**src/rtl/fetch_stage.sv**
```systemverilog
// fetch_stage: instruction fetch front end.
// Holds the fetch PC, issues one word request per cycle to a 1-cycle-latency
// instruction memory, and buffers returned words with their PCs so decode
// back-pressure never drops an instruction. A redirect flushes everything.
// Optional build macro FETCH_PERF_EN adds stall/flush performance counters.
module fetch_stage #(
    parameter logic [31:0] RESET_PC  = 32'h0000_0000,
    parameter int unsigned BUF_DEPTH = 2
) (
    input  logic        clk,
    input  logic        reset,
    output logic        imem_req,
    output logic [31:0] imem_addr,
    input  logic [31:0] imem_rdata,
    input  logic        redirect_valid,
    input  logic [31:0] redirect_pc,
    output logic [31:0] instr,
    output logic [31:0] pc_out,
    output logic        valid_out,
    input  logic        ready_in
`ifdef FETCH_PERF_EN
    ,
    output logic [31:0] perf_stall_cnt,
    output logic [31:0] perf_flush_cnt
`endif
);

    localparam int unsigned AW = $clog2(BUF_DEPTH);
    localparam logic [AW+1:0] DEPTH_W = (AW + 2)'(BUF_DEPTH);

    logic [31:0] fetch_pc;
    logic [31:0] req_pc_q;
    logic        inflight;
    logic [AW-1:0] head;
    logic [AW-1:0] tail;
    logic [AW:0]   count;
    logic [31:0] buf_instr [BUF_DEPTH];
    logic [31:0] buf_pc    [BUF_DEPTH];

    logic          pop;
    logic          push;
    logic          issue;
    logic [AW+1:0] credit;
    logic          nonempty;

    // Handshake, credit check and head presentation.
    always_comb begin
        nonempty  = (count != '0);
        valid_out = nonempty && !redirect_valid;
        pop       = valid_out && ready_in;
        push      = inflight && !redirect_valid;
        // Entries held plus the word still in flight, minus the one leaving now.
        credit    = {1'b0, count} + (AW + 2)'(inflight) - (AW + 2)'(pop);
        issue     = !reset && !redirect_valid && (credit < DEPTH_W);
        imem_req  = issue;
        imem_addr = fetch_pc;
        instr     = nonempty ? buf_instr[head] : '0;
        pc_out    = nonempty ? buf_pc[head]    : '0;
    end

    // Fetch PC, in-flight tracking and buffer pointers; redirect has priority.
    always_ff @(posedge clk or posedge reset) begin
        if (reset) begin
            fetch_pc <= RESET_PC;
            req_pc_q <= '0;
            inflight <= 1'b0;
            head     <= '0;
            tail     <= '0;
            count    <= '0;
        end else if (redirect_valid) begin
            fetch_pc <= {redirect_pc[31:2], 2'b00};
            inflight <= 1'b0;
            head     <= '0;
            tail     <= '0;
            count    <= '0;
        end else begin
            if (issue) begin
                fetch_pc <= fetch_pc + 32'd4;
                req_pc_q <= fetch_pc;
            end
            inflight <= issue;
            if (push) tail <= tail + AW'(1);
            if (pop)  head <= head + AW'(1);
            case ({push, pop})
                2'b10:   count <= count + (AW + 1)'(1);
                2'b01:   count <= count - (AW + 1)'(1);
                default: count <= count;
            endcase
        end
    end

    // Buffer storage: capture the returning word with the PC it was fetched from.
    always_ff @(posedge clk) begin
        if (push) begin
            buf_instr[tail] <= imem_rdata;
            buf_pc[tail]    <= req_pc_q;
        end
    end

`ifdef FETCH_PERF_EN
    // Saturating counters for decode stalls and redirect flushes.
    always_ff @(posedge clk or posedge reset) begin
        if (reset) begin
            perf_stall_cnt <= '0;
            perf_flush_cnt <= '0;
        end else begin
            if (valid_out && !ready_in && (perf_stall_cnt != '1))
                perf_stall_cnt <= perf_stall_cnt + 32'd1;
            if (redirect_valid && (perf_flush_cnt != '1))
                perf_flush_cnt <= perf_flush_cnt + 32'd1;
        end
    end
`endif

endmodule
```
**config.mk**
```make
export PLATFORM = sky130hd
export DESIGN_NAME = fetch_stage
export DESIGN_NICKNAME = d
export VERILOG_FILES = /design/src/rtl/fetch_stage.sv
export SDC_FILE = /design/constraint.sdc
export NUM_CORES = 1
export LEC_CHECK = 0
export ABC_AREA = 1
export ABC_CLOCK_PERIOD_IN_PS = 6100
export CAP_MARGIN = 20
export CORE_MARGIN = 4
export CORE_UTILIZATION = 55
export DETAILED_ROUTE_END_ITERATION = 10
export DONT_BUFFER_PORTS = 1
export PLACE_DENSITY = 0.7
export SYNTH_ARGS = -nofsm -noshare
export SYNTH_HDL_FRONTEND = slang
export SYNTH_SLANG_ARGS = --single-unit
export TNS_END_PERCENT = 10
```
**constraint.sdc**
```tcl
create_clock -name clk -period 6.1 [get_ports clk]
set_clock_uncertainty 0.1 [all_clocks]
set_input_delay 1.525 -clock clk [delete_from_list [all_inputs] [get_ports clk]]
set_output_delay 1.525 -clock clk [all_outputs]
set_load 0.005 [all_outputs]
```
# ---- Word level (Yosys, flattened, before mapping)
# Memories as Yosys holds them, arrays and structs flattened.
# Cells that the tools add are included.
dict set report totals {
  wordCells 45
  memories 2
  out_inout_bits 98
  reg_bits 69
  ramBits 128
}
# name depth word_bits read_ports rd_ports_with_merged_regs wr line_no
set mem_list {}
lappend mem_list {buf_instr 2 32 1 0 1 37} ;# logic [31:0] buf_instr [BUF_DEPTH];
lappend mem_list {buf_pc 2 32 1 0 1 38} ;# logic [31:0] buf_pc [BUF_DEPTH];
dict set report classes {
  reduce_logical 13
  mux 13
  magnitude_cmp 1
  n_eq_ne 2
  bitwise 1
  n_addsub 7
}
# operator n
set op_table {}
lappend op_table {{2-to-1 mux 32 bit} 4}
lappend op_table {{adder 32 x 3 -> 32 bit, second input constant} 1}
lappend op_table {{nonzero test 2 bit} 4}
lappend op_table {{2-to-1 mux 1 bit} 7}
lappend op_table {{logical AND 1 bit} 5}
lappend op_table {{case mux 2 bit (2 select lines)} 1}
lappend op_table {{adder 2 x 1 -> 3 bit} 1}
lappend op_table {{less-than comparator 3 x 2 -> 1 bit, second input constant} 1}
lappend op_table {{nonzero test 3 bit} 1}
lappend op_table {{subtractor 3 x 1 -> 3 bit} 1}
lappend op_table {{adder 1 bit, second input constant} 2}
lappend op_table {{adder 2 x 1 -> 2 bit, second input constant} 1}
lappend op_table {{equality test 2 x 1 -> 1 bit, second input constant} 1}
lappend op_table {{equality test 2 bit, second input constant} 1}
lappend op_table {{zero test 1 bit} 2}
lappend op_table {{2-to-1 mux 2 bit} 1}
lappend op_table {{AND reduction 2 bit} 1}
lappend op_table {{subtractor 2 x 1 -> 2 bit, second input constant} 1}
lappend op_table {{inverter 1 bit} 1}

# ---- Longest topological paths before layout
# Gate-level depths: netlist of run 1.
dict set report depth {
  depth_word 8
  mapped_depth 18
  mapped_depth_nobuf 15
}

# ---- Worst setup path before layout of run 1
# Ideal clock, no wire load.
dict set report synth_timing {
  path_kind {input to output}
  startpoint {input port redirect_valid}
  endpoint {output port imem_req}
  stages 14
  slack_ps 735
  required_ps 4475
  arrival_time_ps 3740
  path_cell_list {buf_2 > inv_1 > buf_4 > nand3_1 > inv_1 > ha_1 > or2_2 > fa_1 > nand2_1 > nor2_2 > nand2_2 > buf_6 > buf_2 > inv_1}
}
dict set report synth_via {
  elab_chain_cells 6
  word_cells_on_any_way 7
  classes_between {1 x add/sub; 1 x order compare; 5 x reduce/logical}
}
# element line_no
set synth_lines {}
lappend synth_lines {{start: declaration} 15} ;# input logic redirect_valid,
lappend synth_lines {{zero test 1 bit *} {49, 54}}
lappend synth_lines {{logical AND 1 bit} 49} ;# valid_out = nonempty && !redirect_valid;
lappend synth_lines {{logical AND 1 bit} 50} ;# pop = valid_out && ready_in;
lappend synth_lines {{subtractor 3 x 1 -> 3 bit} 53} ;# credit = {1'b0, count} + (AW + 2)'(inflight) - (AW + 2)'(pop);
lappend synth_lines {{less-than comparator 3 x 2 -> 1 bit} 54} ;# issue = !reset && !redirect_valid && (credit < DEPTH_W);
lappend synth_lines {{logical AND 1 bit *} 54}
lappend synth_lines {{end: declaration} 12} ;# output logic imem_req,
# Every way passes the cells marked *; elsewhere a longest branch is shown, timed or not.

# ---- Final worst setup path of run 1
# Ends and elaborated chain as after synthesis.

==> run metrics, run 1 <==
post-cts resize count=0; TNS Setup=0 ps; TritonCTS clock tree=done; leakage power=3.72 nW; clk slew on worst S/H paths=70 ps; Slew Viols, Final=0; CP arrival=3160 ps; Synth cell types=25; most frequent cell on the critical path=inv_1; met2 GRT Util=0.319; Int Power=0.00251 W; height of the chip=131 um; CP max stage cell=fa_1; Layout area overhead=8.32%; placed inst area=8470 um^2; Iteration-0 DRC Markers=412; CP Max Fanout=34; commonest non-fill, non-tap cell in the layout=nand2_1; Via Count=5,858; Layout Cells excl Fill=1,074; GRT met3 Usage=0.0650; critical path required time=4470 ps; vias per cell=5.45; post-synthesis instance total=889; min cycle time layout=4790 ps; Switch Pwr=0.00135 W; WP depth=10; cells along the critical path=inv_1 > nand3_1 > inv_1 > ha_1 > or2_2 > fa_1 > nand2_1 > nor2_2 > nand2_2 > inv_1; nets@finish=949; Worst Hold Class=reg2reg; Final Hold Viols=0; Reg2Reg Depth=14; Ports=166; delay-heaviest family, CP=adder cells; Worst slew margin=0.306; Num CTS Buffers=17; Setup violations, final=0; busiest grt layer=met2; RSZ-0062 raised after global routing=no; DRC errors left=0; layout cells sized above 1=0.0685; met1 usage=0.301; worst setup path end=imem_req; max-cap viol count=0; Setup crit start=redirect_valid; FMAX=0.209 GHz; gr usage total=0.214; Port Buf Inserts=0; R2R Setup Slk=2110 ps; design area=9070 um^2; Post-CTS Setup Bufs=0; CTS H-tree depth=4; worst setup margin=1310 ps; Reg2Reg Capture Point=req_pc_q[28]; wirelength, routed=18,300 um; Reg power frac=0.482; switching share of total power=0.350; DP Wirelength=12,400 um; status=completed; GPL Wtd Cong=0.952; critical path type=in2out; power per cell area=426 nW/um^2; first-pass GRT wire length=29,400 um; hold bufs inserted after CTS=0; Die ar.=17,300 um^2; dpl cells=1,042; critical path endpoint category=output port; Tcrit/Tclk final=0.784; Die W=131 um; yosys warns=0; Core Region=14,700 um^2; Logic pwr share=0.241; clock buffer depth=2; most frequent cells in the layout=nand2_1 (307), edfxtp_1 (124), nor2_1 (85), inv_1 (73); TritonRoute pass-1 iters=5; Slew @ Worst Pin=1040 ps; Synth Register Bits=189; Worst-Skew Late Latency=420 ps; antenna-violating nets left=0; antenna diode count=0; Num Clock Sinks=189; synthesized area=8370 um^2; Routed WL per cell=17.0 um; antenna violations before repair=0; root buf cell=clkbuf_16; Seq/Total Area, Yosys=0.639; worst vdd ir=0.000188 V; delay of the slowest critical-path stage=500 ps; Initial Util=0.570; worst r2r src=count[1]; # rows=44; Remaining Overflow, GRT=0; Avg Cell Area, Syn=9.42 um^2; Place WS=1240 ps; vias in the first global route=5,518; Startpoint Class=input port; clock network power share=0.278; largest net degree at the start of global routing=75; CP bufs+invs=3
-- power groups by stage --
stage / Sequential (W) / Combinational [W] / Clock, W
2_1_floorplan: 0.00181 / 0.000728 / 0
3_3_place_gp: 0.00187 / 0.000897 / 0
3_5_place_dp: 0.00189 / 0.000927 / 0
4_1_cts: 0.00186 / 0.000938 / 0.00109
5_1_grt: 0.00189 / 0.00107 / 0.00115
6_report: 0.00186 / 0.000932 / 0.00107
-- how the worst min path moves through the flow --
stage                 startpoint  slack (ps)  depth (start not counted)             to
global route        req_pc_q[15]         390                          0  buf_pc[0][15]
detailed placement   req_pc_q[5]         360                          0   buf_pc[1][5]
finish              req_pc_q[15]         380                          0  buf_pc[1][15]
CTS                  req_pc_q[5]         370                          0   buf_pc[0][5]
global placement     req_pc_q[5]         350                          0   buf_pc[0][5]
floorplan           req_pc_q[10]         340                          0  buf_pc[0][10]
-- stage by stage --
step / util / hold slack, ps / total power, W
after floorplan: - / 342 / 0.00254
after CTS: 0.616 / 375 / 0.00389
after global routing: 0.617 / 395 / 0.00411
after detailed placement: 0.576 / 358 / 0.00281
final: 0.617 / 375 / 0.00387
after global placement: 0.576 / 352 / 0.00277
-- layer usage --
| layer | wire length, um | share of wire |
|---|---|---|
| met1 | 7940 | 0.44 |
| met2 | 8290 | 0.45 |
| met3 | 1710 | 0.094 |
| met4 | 306 | 0.017 |
| met5 | 0 | 0 |
-- sequential cells by signal, indices dropped and copies added (netlist names) --
signal	flops
buf_instr	64
buf_pc	60
imem_addr	30
req_pc_q	30
count	2
head	1
inflight	1
tail	1
-- area by class of cell --
cell class	instances	area [um^2]
clock buffer	20	478
multi-input combinational	586	2550
tap	184	230
timing repair buffer	8	72.6
fill	1233	5630
clock inverter	11	106
inverter	76	285
sequential	189	5350
-- cell usage after synthesis --
master	n	area (um^2)
o211ai_1	7	52.6
dfrtp_1	65	1630
a21oi_1	63	315
inv_1	74	278
nor2_2	7	43.8
nand2_1	307	1150
buf_4	6	45.0
conb_1	1	3.75
o21ai_0	30	150
fa_1	1	20.0
or2_2	2	12.5
nand4_1	1	6.26
nand3_1	64	320
o21bai_1	1	7.51
nor2_4	3	33.8
clkbuf_1	16	60.1
ha_1	2	25.0
edfxtp_1	124	3720
inv_2	1	3.75
buf_2	15	75.1
buf_6	4	45.0
nand3b_1	1	7.51
clkinv_1	1	3.75
nand2_2	5	31.3
nor2_1	88	330
-- cells by family after synthesis --
kind of cell               after synthesis  share of synthesized area
AOI/OAI and AO/OA                      101                     0.0628
and+or+nand+nor                        478                      0.231
other                                    1                   0.000448
DFF                                    189                      0.639
buffers and inverters                  117                     0.0610
adders and majority gates                3                    0.00538
No activity file was read; power rests on OpenSTA's default activity.
==> run 2: changes to the inputs <==
--- a/config.mk
+++ b/config.mk
@@ -6,13 +6,13 @@
 export NUM_CORES = 1
 export LEC_CHECK = 0
 export ABC_AREA = 1
-export ABC_CLOCK_PERIOD_IN_PS = 6100
+export ABC_CLOCK_PERIOD_IN_PS = 3900
 export CAP_MARGIN = 20
 export CORE_MARGIN = 4
 export CORE_UTILIZATION = 55
 export DETAILED_ROUTE_END_ITERATION = 10
 export DONT_BUFFER_PORTS = 1
-export PLACE_DENSITY = 0.7
+export PLACE_DENSITY = 0.73
 export SYNTH_ARGS = -nofsm -noshare
 export SYNTH_HDL_FRONTEND = slang
 export SYNTH_SLANG_ARGS = --single-unit
==> constraint.sdc (replaced) <==
create_clock -name clk -period 3.9 [get_ports clk]
set_clock_uncertainty 0.1 [all_clocks]
set_input_delay 0.975 -clock clk [delete_from_list [all_inputs] [get_ports clk]]
set_output_delay 0.975 -clock clk [all_outputs]
set_load 0.005 [all_outputs]
==> run 2 against run 1 <==
Compared with the run above:
- critical path depth is 1 higher
- critical endpoint unchanged
- total power grew 56%
- sequential share of layout area decreased by 0.20 points
- routed wire length shrank 1.1%
- non-clock buffer count up 5
==> run metrics, run 2 (synthesized netlist as in run 1, its figures left out) <==
CTS H-tree depth=4; Ports=166; status=completed; Final Hold Viols=0; delay-heaviest family, CP=adder cells; Setup violations, final=0; wl on met1=7820 um; height of the chip=131 um; Initial Util=0.570; most frequent cells in the layout=nand2_1 (307), edfxtp_1 (124), nor2_1 (85), inv_1 (73); most frequent cell on the critical path=inv_1; clk slew on worst S/H paths=70 ps; Worst-Skew Late Latency=430 ps; critical path type=reg2out; hold bufs inserted after CTS=0; Worst slew margin=0.454; TritonRoute pass-1 iters=4; placed inst area=8540 um^2; Largest register FFs=64; Slew Viols, Final=0; Largest regs=buf_instr (64), buf_pc (60); Logic pwr share=0.246; root buf cell=clkbuf_16; Routed WL per cell=16.7 um; Num Clock Sinks=189; CP bufs+invs=3; vias per cell=5.42; Post-CTS Setup Bufs=0; largest net degree at the start of global routing=65; Die W=131 um; # rows=44; max-cap viol count=0; Startpoint Class=flop; nets@finish=954; worst setup margin=214 ps; antenna violations before repair=0; Place WS=222 ps; layout cells sized above 1=0.0748; first-pass GRT wire length=29,100 um; CP arrival=2610 ps; antenna diode count=0; Port Buf Inserts=0; Via Count=5,858; min cycle time layout=3690 ps; gr usage total=0.213; DP Wirelength=12,100 um; Num CTS Buffers=17; highest metal used=met4; design area=9100 um^2; worst vdd ir=0.000346 V; Core Region=14,700 um^2; Tot Pwr=0.00602 W; Iteration-0 DRC Markers=338; wirelength, routed=18,000 um; delay of the slowest critical-path stage=490 ps; CP Max Fanout=6; Die ar.=17,300 um^2; vias in the first global route=5,394; post-cts resize count=0; Largest Register=buf_instr; Layout Cells excl Fill=1,080; power per cell area=661 nW/um^2; Layout area overhead=8.71%; critical path endpoint category=output port; clock network power share=0.272; Tcrit/Tclk final=0.945; dpl cells=1,048; antenna-violating nets left=0; met2 wire len=8240 um; TritonCTS clock tree=done; FMAX=0.271 GHz; leakage power=3.72 nW; RSZ-0062 raised after global routing=no; DRC errors left=0; Reg power frac=0.482; WL met3=1640 um; Slew @ Worst Pin=817 ps; Remaining Overflow, GRT=0; switching share of total power=0.353; Switch Pwr=0.00213 W; clock buffer depth=2; Int Power=0.00389 W; critical path required time=2820 ps; Worst Hold Class=reg2reg; CP max stage cell=fa_1; cells along the critical path=inv_1 > nand2_1 > nand3_2 > inv_1 > ha_1 > or2_2 > fa_1 > nand2_1 > nor2_2 > nand2_2 > inv_1; GPL Wtd Cong=0.919; commonest non-fill, non-tap cell in the layout=nand2_1
-- run 2: layer usage --
metal | vias to the layer above | global-route usage
met5 | - | 0
met4 | 0 | 0.0718
met3 | 28 | 0.0654
met2 | 214 | 0.328
met1 | 2731 | 0.290
li1 | 2885 | -
-- run 2: final timing paths --
path	start	to	slack (ps)	depth (start not counted)
max in group asynchronous	reset	req_pc_q[27]	2410	3
min in group asynchronous	reset	imem_addr[6]	490	2
hold reg to reg	req_pc_q[7]	buf_pc[1][7]	370	0
setup reg to reg	count[1]	imem_addr[2]	660	15
setup / recovery	count[1]	imem_req	210	11
hold / removal	req_pc_q[7]	buf_pc[1][7]	370	0
-- run 2: worst register-to-register path: cells and delay by family, from the launching register on --
| kind | cells | cell delay, ps |
|---|---|---|
| adders and majority gates | 2 | 690 |
| buffers and inverters | 4 | 930 |
| DFF | 1 | 470 |
| and+or+nand+nor | 9 | 950 |
-- run 2: area by class of cell --
class                   instances  area (um^2)
multi-input cells             586         2550
flip-flops and latches        189         5350
clock buffers                  21          450
repair buffers                 13          123
well taps                     184          230
fillers                      1206         5600
inverters                      76          285
clock inverters                11          110
-- run 2: power by group through the flow --
stage	Clock, W	Combinational, W	Sequential, W
2_1_floorplan	0	0.00114	0.00283
3_3_place_gp	0	0.00144	0.00292
3_5_place_dp	0	0.00148	0.00294
4_1_cts	0.00166	0.00150	0.00290
5_1_grt	0.00174	0.00170	0.00295
6_report	0.00163	0.00148	0.00290
-- run 2: metrics by stage --
step	util	hold slack (ps)	TNS (ps)
floorplan	-	342	-44710
global placement	0.581	351	0
detailed placement	0.581	357	0
CTS	0.619	373	0
global route	0.619	385	0
finish	0.619	372	0
